--- src/rtl/eth_frame_buf_ctrl.sv ---
// -----------------------------------------------------------------------------
// eth_frame_buf_ctrl
//
// Store-and-forward frame buffer controller. Sequences an external
// single-clock dual-port byte RAM (registered read address, one-cycle read
// latency, synchronous write). Bytes arrive from the RGMII receive path with
// no backpressure. Good frames are committed whole. Errored or overflowing
// frames are discarded by rewinding the write pointer to the frame start.
// Committed frames are replayed on a valid/ready byte stream.
//
// Optional build macro: FRAME_BUF_STATS_EN adds saturating commit/discard
// counters (stat_frames_ok, stat_frames_drop).
//
// Ports
//   clk, rst_n                      clock, asynchronous active-low reset
//   in_valid/in_data/in_last/in_err receive byte stream (in_err with in_last)
//   out_valid/out_ready/out_data/out_last  replay stream (out_data = ram_q)
//   ram_wren/ram_wraddress/ram_data RAM write port
//   ram_rdaddress/ram_q             RAM read port (1-cycle latency)
//   frame_count                     committed frames not yet fully read
//   drop_pulse                      one-cycle pulse per discarded frame
//   stat_frames_ok/stat_frames_drop (FRAME_BUF_STATS_EN only)
// -----------------------------------------------------------------------------
module eth_frame_buf_ctrl #(
    parameter int DATA_WIDTH = 8,
    parameter int ADDR_WIDTH = 11,
    parameter int LEN_DEPTH  = 4
) (
    input  logic                        clk,
    input  logic                        rst_n,
    input  logic                        in_valid,
    input  logic [DATA_WIDTH-1:0]       in_data,
    input  logic                        in_last,
    input  logic                        in_err,
    output logic                        out_valid,
    input  logic                        out_ready,
    output logic [DATA_WIDTH-1:0]       out_data,
    output logic                        out_last,
    output logic                        ram_wren,
    output logic [ADDR_WIDTH-1:0]       ram_wraddress,
    output logic [DATA_WIDTH-1:0]       ram_data,
    output logic [ADDR_WIDTH-1:0]       ram_rdaddress,
    input  logic [DATA_WIDTH-1:0]       ram_q,
    output logic [$clog2(LEN_DEPTH):0]  frame_count,
    output logic                        drop_pulse
`ifdef FRAME_BUF_STATS_EN
    ,
    output logic [31:0]                 stat_frames_ok,
    output logic [31:0]                 stat_frames_drop
`endif
);

    localparam int FC_W = $clog2(LEN_DEPTH) + 1;
    localparam int QA_W = (LEN_DEPTH > 1) ? $clog2(LEN_DEPTH) : 1;
    localparam logic [ADDR_WIDTH-1:0] A_ONE = 1;
    localparam logic [ADDR_WIDTH-1:0] A_TWO = 2;

    typedef enum logic [1:0] {
        IDLE,
        FETCH,
        STREAM
    } rd_state_t;

    rd_state_t state;

    logic [ADDR_WIDTH-1:0] wr_ptr;
    logic [ADDR_WIDTH-1:0] wr_start;
    logic [ADDR_WIDTH-1:0] rd_ptr;
    logic [ADDR_WIDTH-1:0] rd_rem;
    logic [ADDR_WIDTH-1:0] occupancy;
    logic [ADDR_WIDTH-1:0] frame_len;
    logic                  dropping;
    logic                  full;

    logic [ADDR_WIDTH-1:0] len_mem [LEN_DEPTH];
    logic [QA_W-1:0]       q_wr_idx;
    logic [QA_W-1:0]       q_rd_idx;
    logic [FC_W-1:0]       q_count;
    logic                  q_full;
    logic                  q_empty;
    logic                  q_pop;

    logic                  frame_end;
    logic                  frame_bad;
    logic                  commit;
    logic                  discard;
    logic                  handshake;
    logic                  final_hs;

    function automatic logic [QA_W-1:0] next_idx(input logic [QA_W-1:0] i);
        if (i == QA_W'(LEN_DEPTH - 1))
            return '0;
        else
            return i + QA_W'(1);
    endfunction

    // ------------------------------------------------------------------
    // Combinational write path and frame-end decision
    // ------------------------------------------------------------------
    // Occupancy counts uncommitted bytes of the frame in flight too, so a
    // frame that is being received can never overwrite unread data.
    assign occupancy     = wr_ptr - rd_ptr;
    assign full          = (occupancy == '1);
    assign ram_wren      = in_valid & ~dropping & ~full;
    assign ram_wraddress = wr_ptr;
    assign ram_data      = in_data;

    assign q_full    = (q_count == FC_W'(LEN_DEPTH));
    assign q_empty   = (q_count == '0);
    assign frame_end = in_valid & in_last;
    assign frame_bad = dropping | in_err | full | q_full;
    assign commit    = frame_end & ~frame_bad;
    assign discard   = frame_end & frame_bad;
    // On commit the last byte is being written this cycle, hence the +1.
    assign frame_len = wr_ptr - wr_start + A_ONE;

    assign q_pop     = (state == IDLE) & ~q_empty;
    assign handshake = out_valid & out_ready;
    assign final_hs  = handshake & out_last;

    assign out_data  = ram_q;
    // Advancing the read address on the handshake keeps the next byte on
    // ram_q one cycle later; otherwise the current byte is re-read and held.
    assign ram_rdaddress = handshake ? (rd_ptr + A_ONE) : rd_ptr;

    // ------------------------------------------------------------------
    // Write pointer, frame start and discard control
    // ------------------------------------------------------------------
    always_ff @(posedge clk or negedge rst_n) begin
        if (!rst_n) begin
            wr_ptr     <= '0;
            wr_start   <= '0;
            dropping   <= 1'b0;
            drop_pulse <= 1'b0;
        end else begin
            drop_pulse <= discard;
            if (ram_wren)
                wr_ptr <= wr_ptr + A_ONE;
            if (frame_end) begin
                dropping <= 1'b0;
                // Rewind overrides the increment above for a bad frame.
                if (frame_bad)
                    wr_ptr <= wr_start;
                else
                    wr_start <= wr_ptr + A_ONE;
            end else if (in_valid && full) begin
                dropping <= 1'b1;
            end
        end
    end

    // ------------------------------------------------------------------
    // Committed-frame length queue
    // ------------------------------------------------------------------
    always_ff @(posedge clk) begin
        if (commit)
            len_mem[q_wr_idx] <= frame_len;
    end

    always_ff @(posedge clk or negedge rst_n) begin
        if (!rst_n) begin
            q_wr_idx <= '0;
            q_rd_idx <= '0;
            q_count  <= '0;
        end else begin
            if (commit)
                q_wr_idx <= next_idx(q_wr_idx);
            if (q_pop)
                q_rd_idx <= next_idx(q_rd_idx);
            q_count <= q_count + FC_W'(commit) - FC_W'(q_pop);
        end
    end

    // ------------------------------------------------------------------
    // Read sequencer: IDLE -> FETCH -> STREAM
    // ------------------------------------------------------------------
    always_ff @(posedge clk or negedge rst_n) begin
        if (!rst_n) begin
            state     <= IDLE;
            rd_ptr    <= '0;
            rd_rem    <= '0;
            out_valid <= 1'b0;
            out_last  <= 1'b0;
        end else begin
            case (state)
                IDLE: begin
                    out_valid <= 1'b0;
                    out_last  <= 1'b0;
                    if (!q_empty) begin
                        rd_rem <= len_mem[q_rd_idx];
                        state  <= FETCH;
                    end
                end
                FETCH: begin
                    // ram_q carries the first byte from the next cycle on.
                    state     <= STREAM;
                    out_valid <= 1'b1;
                    out_last  <= (rd_rem == A_ONE);
                end
                STREAM: begin
                    if (out_ready) begin
                        rd_ptr <= rd_ptr + A_ONE;
                        rd_rem <= rd_rem - A_ONE;
                        if (out_last) begin
                            state     <= IDLE;
                            out_valid <= 1'b0;
                            out_last  <= 1'b0;
                        end else begin
                            out_last <= (rd_rem == A_TWO);
                        end
                    end
                end
                default: begin
                    state     <= IDLE;
                    out_valid <= 1'b0;
                    out_last  <= 1'b0;
                end
            endcase
        end
    end

    // ------------------------------------------------------------------
    // Committed frames outstanding (commit and final handshake net out)
    // ------------------------------------------------------------------
    always_ff @(posedge clk or negedge rst_n) begin
        if (!rst_n)
            frame_count <= '0;
        else
            frame_count <= frame_count + FC_W'(commit) - FC_W'(final_hs);
    end

`ifdef FRAME_BUF_STATS_EN
    function automatic logic [31:0] sat_inc(input logic [31:0] v);
        return (v == '1) ? v : v + 32'd1;
    endfunction

    always_ff @(posedge clk or negedge rst_n) begin
        if (!rst_n) begin
            stat_frames_ok   <= '0;
            stat_frames_drop <= '0;
        end else begin
            if (commit)
                stat_frames_ok <= sat_inc(stat_frames_ok);
            if (discard)
                stat_frames_drop <= sat_inc(stat_frames_drop);
        end
    end
`endif

endmodule

--- config.mk ---
export PLATFORM = sky130hd
export DESIGN_NAME = eth_frame_buf_ctrl
export DESIGN_NICKNAME = d
export VERILOG_FILES = /design/src/rtl/eth_frame_buf_ctrl.sv
export SDC_FILE = /design/constraint.sdc
export NUM_CORES = 1
export LEC_CHECK = 0
export BUFFER_PORTS_ARGS = -buffer_cell sky130_fd_sc_hd__buf_4
export CORE_MARGIN = 2
export CORE_UTILIZATION = 54
export CTS_CLUSTER_DIAMETER = 100
export DETAILED_ROUTE_END_ITERATION = 16
export PLACE_DENSITY = 0.77
export SYNTH_ARGS = -nofsm -noshare
export SYNTH_HDL_FRONTEND = slang
export SYNTH_SLANG_ARGS = --single-unit
--- constraint.sdc ---
create_clock -name clk -period 4.15 [get_ports clk]
set_clock_uncertainty 0.2 [all_clocks]
set_input_delay 0.83 -clock clk [delete_from_list [all_inputs] [get_ports clk]]
set_output_delay 0.83 -clock clk [all_outputs]
set_load 0.005 [all_outputs]
==> summary.md, run 1 <==
| Metric | Value |
|---|---|
| Outcome | `finished clean` |
| Post-synth EDFFs | `44` |
| P_sw | `2.234 mW` |
| Yosys warnings | `0` |
| CP peak stage delay | `~490 ps` |
| Num CTS Buffers | `9` |
| Crit path to | `ram_wren` |
| Reg2reg end | `q_count[2]` |
| Area grow syn2layout | `11.21%` |
| WL/cell | `between 15 and 20 µm` |
| Part of the power in registers | `33.5%` |
| Fin crit share | `94.93%` |
| Flop2flop setup slack | `250 ps` |
| Root Driver | `clkbuf_16` |
| Post-Syn Area | `6192 µm²` |
| # Max-Cap Violations | `0` |
| Avg Cell Area, Syn | `11.18 µm²` |
| DRT Pass-1 Iters | `5` |
| Area of the multi-input gates | `3009 µm²` |
| CTS tree | `done` |
| Crit path time final | `between 3000 and 4000 ps` |
| Slew HR | `46.38%` |
| Via count | `4221` |
| Critical path type | `reg2out` |
| Setup crit start | `rd_ptr[4]` |
| Hold Fails Final Rpt | `0` |
| CP Launch Type | `flop` |
| CP most frequent cell | `a21oi_2` |
| Initial antenna violation count | `0` |
| Proportion of layout cells with a drive suffix above 1 | `18.86%` |
| Internal power | `3.350 mW` |
| Routability cong. | `~0.92` |
| Sw frac | `40.01%` |
| Reg area | `2823 µm²` |
| Reg2reg path depth | `14` |
| Routed WL | `12960 µm` |
| Die X | `between 100 and 150 µm` |
| Die area | `12340 µm²` |
| Residual DRC count | `0` |
| Clock power share | `14.9%` |
| Register area share after synthesis | `45.58%` |
| Peak Freq | `roughly 250 MHz` |
| Vias per Instance | `5.727` |
| PD cells | `810.8 nW/µm²` |
| Combinational Power Share | `51.7%` |
| Worst Hold Class | `reg2reg` |
| Max Slew Vio Count | `0` |
| Port bufs | `34` |
| R2r startpoint | `rd_ptr[4]` |
| Total track usage | `22.25%` |
| Starting Density | `54.70%` |
| CTS H-Tree Depth | `3` |
| Final HPWL DP | `9540 µm` |
| Die height | `111.1 µm` |
| Clock Tree Buf Depth | `2` |
| Yosys cell types | `60` |
| Worst slew pin tran | `804.3 ps` |
| Tot Pwr | `5.584 mW` |
| Final Setup Violations | `0` |
| Drt initial violations | `471` |
| Syn Nets | `624` |
| Layout net count | `659` |
| Flops & latches, synth | `104` |
| Core Region | `roughly 11000 µm²` |
| Setup Total Neg Slack | `0 ps` |
| Most common cell after layout, fill and taps aside | `dfrtp_1` |
| TritonCTS sink count | `104` |
| Vias in the first global route | `between 4000 and 5000` |
| Total grt overflow | `0` |
| Critical Path Slowest Stage Cell | `o41a_4` |
| Syn Inst Count | `554` |
| Filler instances | `approximately 920` |
| # rows | `39` |
| Ys flop type | `dfrtp_1` |
| I/O Pins | `67` |
| First-pass GRT wire length | `21780 µm` |
| Commonest non-fill, non-tap cells in the layout | `60 x dfrtp_1, 54 x buf_4, 49 x inv_1, 47 x xnor2_1` |
| Cell Chain, Critical Path | `inv_1 -> ha_1 -> and2_4 -> a221oi_2 -> a21oi_2 -> o41a_4 -> xnor2_4 -> a21oi_2 -> buf_4` |
| Crit path arrival time | `2910 ps` |
| RSZ-0062 raised after global routing | `false` |
| Diodes inserted | `0` |
| CP endpoint kind | `output pin` |
| Peak supply drop | `0.5130 mV` |
| WP data required | `3120 ps` |
| Clock Pin Slew Worst Setup and Hold Paths | `70 ps` |
| Largest net degree at the start of global routing | `between 60 and 70` |
| Clk Latency, worst-skew pair | `around 360 ps` |
| Post-route ant nets | `0` |
| Asr flop ratio synth | `57.69%` |
| Worst Path Max Fanout | `7` |
| Leakage power | `2.928 nW` |
==> kinds of logic after synthesis <==
kind of cell,after synthesis,share of synthesized area [%]
xor gates and xnor gates,59,8.648
AOI/OAI and AO/OA,101,10.47
adders and majority gates,48,10.18
and+or+nand+nor,126,10.57
buffers and inverters,79,6.062
DFF,104,45.59
muxes,37,8.486
==> per-layer routing <==
| layer | vias up | share of wire [%] | wire length [µm] | GRT usage, % |
|---|---|---|---|---|
| met1 | 2067 | 44 | 5674 | 29.60 |
| met4 | 0 | 1.7 | 223 | 6.502 |
| met2 | 112 | 49 | 6310 | 36.28 |
| met5 | - | 0 | 0 | 0 |
| met3 | 27 | 5.8 | 752 | 5.850 |
| li1 | 2015 | - | - | - |
==> power by group through the flow <==
| stage | registers (mW) | logic [mW] | clock network (mW) |
|---|---|---|---|
| final | 1.87 | 2.88 | 0.830 |
| after global routing | 1.90 | 3.21 | 0.889 |
| after CTS | 1.87 | 2.88 | 0.853 |
| after detailed placement | 1.89 | 2.85 | 0 |
| after global placement | 1.87 | 2.73 | 0 |
| after floorplan | 1.87 | 1.98 | 0 |
==> layout make-up <==
type / count / share of cell area [%]
sequential: 104 / 40.99
clock inverter: 6 / 0.8358
clock buffer: 10 / 3.325
tap: 143 / 2.598
inverter: 49 / 2.671
timing repair buffer: 54 / 5.887
multi-input combinational: 371 / 43.70
==> critical path, delay by kind of cell, from the launching register on <==
kind                     cells  cell delay (ps)
AO/OA/AOI/OAI                4             1070
XOR/XNOR                     1              310
adder cells (fa/ha/maj)      1              310
buffers and inverters        2              310
flip-flops                   1              390
AND/OR/NAND/NOR              1              170
==> timing repair <==
action / in CTS / in global routing
setup buffers: 0 / 2
gates resized for setup: 1 / 2
hold buffers: 0 / 0
pin swaps: 0 / 1
setup endpoints to repair: 1 / 44
==> state kept, by name (all words and copies together) (netlist names) <==
name	flops
frame_count	3
ram_wraddress	11
out_last	1
out_valid	1
q_rd_idx	2
wr_start	11
dropping	1
state	2
len_mem	44
drop_pulse	1
q_wr_idx	2
rd_ptr	11
q_count	3
rd_rem	11
==> cell usage after synthesis, types with 2 or more instances <==
library cell  instances  area share (%)
nand4_1               4            0.40
buf_6                 2            0.36
and2b_2               2            0.28
or2_2                 5            0.51
o22ai_1               6            0.61
a211oi_1              8            0.97
nand2b_1              5            0.51
inv_1                49             3.0
fa_1                  4             1.3
mux2_2               10             1.8
nand3_1              23             1.9
mux4_2               11             4.0
and3_1                4            0.40
xnor2_1              47             6.6
nor4_1                2            0.20
and2_1                4            0.40
nor2_1               20             1.2
buf_4                17             2.1
a21o_1                8            0.97
o31ai_1               2            0.24
a21oi_2               2            0.28
mux2i_1              15             2.4
o21a_1                3            0.36
nor2b_1               4            0.40
edfxtp_1             44              21
ha_1                 44             8.9
o21ai_0              19             1.5
or3_1                 2            0.20
a21oi_1              38             3.1
clkbuf_1              9            0.55
a2bb2oi_1             4            0.57
nor3_1               12            0.97
xor2_1               11             1.6
dfrtp_1              60              24
buf_1                 2            0.12
nand2_1              28             1.7
==> stage by stage <==
stage	setup slack [ps]	instances	utilization [%]	hold slack [ps]	instance area (µm²)
2_1_floorplan	69.37	554	-	264.7	6192
3_3_place_gp	306.3	719	58.03	264.4	6570
5_1_grt	13.91	737	60.83	320.4	6887
6_report	210.3	737	60.83	276.7	6887
4_1_cts	217.5	735	60.61	278.7	6862
3_5_place_dp	241.0	719	58.03	265.3	6570
==> how the worst min path moves through the flow <==
stage                   startpoint             end  cells after the start
finish              frame_count[2]  frame_count[2]                      1
global route        frame_count[2]  frame_count[2]                      1
CTS                 frame_count[2]  frame_count[2]                      1
detailed placement  frame_count[2]  frame_count[2]                      1
global placement    frame_count[2]  frame_count[2]                      1
floorplan                rd_rem[7]       rd_rem[7]                      1
(Power assumes the default switching activity.)
==> inputs of run 2 (changes only) <==
- CORE_UTILIZATION: 54 -> 64
- PLACE_DENSITY: 0.77 -> 0.86
- clock period: 4.15 -> 4.54 ns (I/O delays scaled with it)
==> summary.md, run 2 (synthesis results as in run 1) <==
| Metric | Value |
|---|---|
| Layout net count | `645 (-2.1%)` |
| RSZ-0062 raised after global routing | `false` |
| WL met3 | `737 µm (-2.0%)` |
| CP top delay family | `compound AO/OA/AOI/OAI gates` |
| Worst slew pin tran | `1062 ps (+257.4 ps)` |
| P_sw | `2.044 mW (-8.5%)` |
| Tot Pwr | `4.945 mW (-11%)` |
| Cell Chain, Critical Path | `inv_1 -> ha_1 -> and2_4 -> a221oi_2 -> a21oi_2 -> o41a_4 -> xor2_1 -> nor2_4 -> nor3_2 -> buf_4 -> nor2_1 -> fa_1 -> xnor2_1 -> xnor2_1` |
| Starting Density | `66.38% (+12 points)` |
| Worst Path Max Fanout | `20 (+13)` |
| Initial antenna violation count | `0 (unchanged)` |
| Crit path time final | `4181 ps` |
| Clock Tree Buf Depth | `2 (unchanged)` |
| Fin crit share | `92.08%` |
| Hold-fix buffers, CTS | `0 (unchanged)` |
| Critical Path Slowest Stage Cell | `dfrtp_1` |
| Top sig layer | `met4` |
| Filler instances | `630 (-32%)` |
| CP Launch Type | `flop` |
| Top reg by flops | `len_mem` |
| WP data required | `4630 ps (+1510 ps)` |
| Flip-flop count of the largest register after layout | `44 (unchanged)` |
| Routed WL | `12960 µm (about the same)` |
| Worst Hold Class | `reg2reg` |
| Crit path arrival time | `4270 ps (+1360 ps)` |
| Met2 WL post-DR | `6195 µm (-1.8%)` |
| First-pass GRT wire length | `20960 µm (-3.8%)` |
| Die X | `102.4 µm (-7.8%)` |
| Setup Buffers After CTS | `0 (unchanged)` |
| CP most frequent cell | `xnor2_1` |
| Peak Freq | `between 200 and 250 MHz` |
| Sw frac | `41.32% (+1.3 points)` |
| WL/cell | `18.28 µm (+4.0%)` |
| TritonCTS sink count | `104 (unchanged)` |
| Part of the power in registers | `36.0% (+2.5 points)` |
| Final Setup Violations | `0 (unchanged)` |
| Final HPWL DP | `9337 µm (-2.1%)` |
| Post-route insts no fill | `709 (-3.8%)` |
| Design Area, Final | `6680 µm² (-3.0%)` |
| Setup crit start | `rd_ptr[5]` |
| Die area | `10480 µm² (-15%)` |
| PD cells | `740.3 nW/µm² (-8.7%)` |
| Total grt overflow | `0 (unchanged)` |
| Most common cell after layout, fill and taps aside | `dfrtp_1` |
| Area of the multi-input gates | `2994 µm² (-0.50%)` |
| Combinational Power Share | `51.6% (about the same)` |
| Outcome | `finished clean` |
| Residual DRC count | `0 (unchanged)` |
| Crit path to | `frame_count[2]` |
| Hold Fails Final Rpt | `0 (unchanged)` |
| DRT Pass-1 Iters | `5 (unchanged)` |
| Max Slew Vio Count | `0 (unchanged)` |
| CP endpoint kind | `flop` |
| Proportion of layout cells with a drive suffix above 1 | `16.55% (-2.3 points)` |
| Setup Total Neg Slack | `0 ps (unchanged)` |
| Critical path type | `reg2reg` |
| Diodes inserted | `0 (unchanged)` |
| Placed cell area | `6462 µm² (-1.6%)` |
| CP peak stage delay | `520 ps (+30 ps)` |
| I/O Pins | `67 (unchanged)` |
| CTS H-Tree Depth | `3 (unchanged)` |
| Port bufs | `34 (unchanged)` |
| Drt initial violations | `272 (-42%)` |
| Core Region | `9328 µm² (-18%)` |
| Via count | `4231 (+0.24%)` |
| Flop2flop setup slack | `360 ps (+110 ps)` |
| Vias per Instance | `5.968 (+4.2%)` |
| Clock power share | `12.5% (-2.4 points)` |
| Critical path depth | `14 (+5)` |
| # rows | `35 (-10%)` |
| Reg2reg end | `frame_count[2]` |
| Clock Pin Slew Worst Setup and Hold Paths | `100 ps (+30 ps)` |
| Total track usage | `26.79% (+4.5 points)` |
| Min Hold Slack | `317.7 ps (+41.01 ps)` |
| Routability cong. | `0.9181 (about the same)` |
| Num CTS Buffers | `9 (unchanged)` |
| CTS tree | `done` |
| Reg2reg path depth | `14 (unchanged)` |
| PostCTS Resize Cnt | `0 (-1)` |
| Area grow syn2layout | `7.880%` |
| Slew HR | `29.22% (-17 points)` |
| Internal power | `2.902 mW (-13%)` |
| Buf+Inv Stages, Crit Path | `2 (unchanged)` |
| Vias in the first global route | `4140 (-5.2%)` |
| Largest net degree at the start of global routing | `61 (unchanged)` |
| Commonest non-fill, non-tap cells in the layout | `60 x dfrtp_1, 49 x inv_1, 47 x xnor2_1, 44 x ha_1, 44 x edfxtp_1` |
| Peak supply drop | `0.5146 mV (+0.30%)` |
| Reg area | `2823 µm² (unchanged)` |
| # Max-Cap Violations | `0 (unchanged)` |
| Leakage power | `2.821 nW (-3.6%)` |
| Root Driver | `clkbuf_8` |
| Wl on met1 | `5682 µm (+0.14%)` |
| Die height | `102.4 µm (-7.8%)` |
| R2r startpoint | `rd_ptr[5]` |
| Post-route ant nets | `0 (unchanged)` |
| Inst Count DP | `693 (-3.6%)` |
| Clk Latency, worst-skew pair | `380 ps (+20 ps)` |
run 2: cell count changes in the layout (fill, tap and decap cells not counted), moves of 2 or more:
cell / previous run / this run
clkbuf_16: 9 / 0
clkinv_4: 2 / 0
buf_4: 54 / 40
clkbuf_8: 0 / 9
run 2: stage by stage:
step / setup WS, ps / util, %
3_5_place_dp: 392.3 / 69.28
3_3_place_gp: 527.6 / 69.28
5_1_grt: 137.7 / 71.62
6_report: 359.5 / 71.62
2_1_floorplan: 459.4 / -
4_1_cts: 346.5 / 71.62
run 2: cell type report:
class | instances | area share, %
multi-input combinational | 371 | 44.82
sequential | 104 | 42.26
timing repair buffer | 40 | 4.495
inverter | 49 | 2.753
tap | 129 | 2.416
clock buffer | 9 | 1.854
clock inverter | 7 | 1.405
run 2: layer usage:
layer / up-vias / track usage, %
met4: 0 / 10.26
met5: - / 0
met2: 155 / 42.46
met1: 2060 / 36.92
met3: 29 / 5.267
li1: 1987 / -
run 2: power by group through the flow:
stage                     clock network, mW  logic, mW  registers, mW
after global routing                  0.662       2.83           1.81
after CTS                             0.626       2.56           1.77
final                                 0.616       2.55           1.78
after floorplan                           0       1.81           1.71
after global placement                    0       2.43           1.77
after detailed placement                  0       2.50           1.79
run 2: worst min path at each step:
| stage | start | end | depth (start not counted) |
|---|---|---|---|
| 2_1_floorplan | rd_rem[7] | rd_rem[7] | 1 |
| 3_3_place_gp | rd_rem[7] | rd_rem[7] | 1 |
| 3_5_place_dp | rd_rem[7] | rd_rem[7] | 1 |
| 4_1_cts | frame_count[2] | frame_count[2] | 1 |
| 5_1_grt | frame_count[2] | frame_count[2] | 1 |
| 6_report | frame_count[2] | frame_count[2] | 1 |
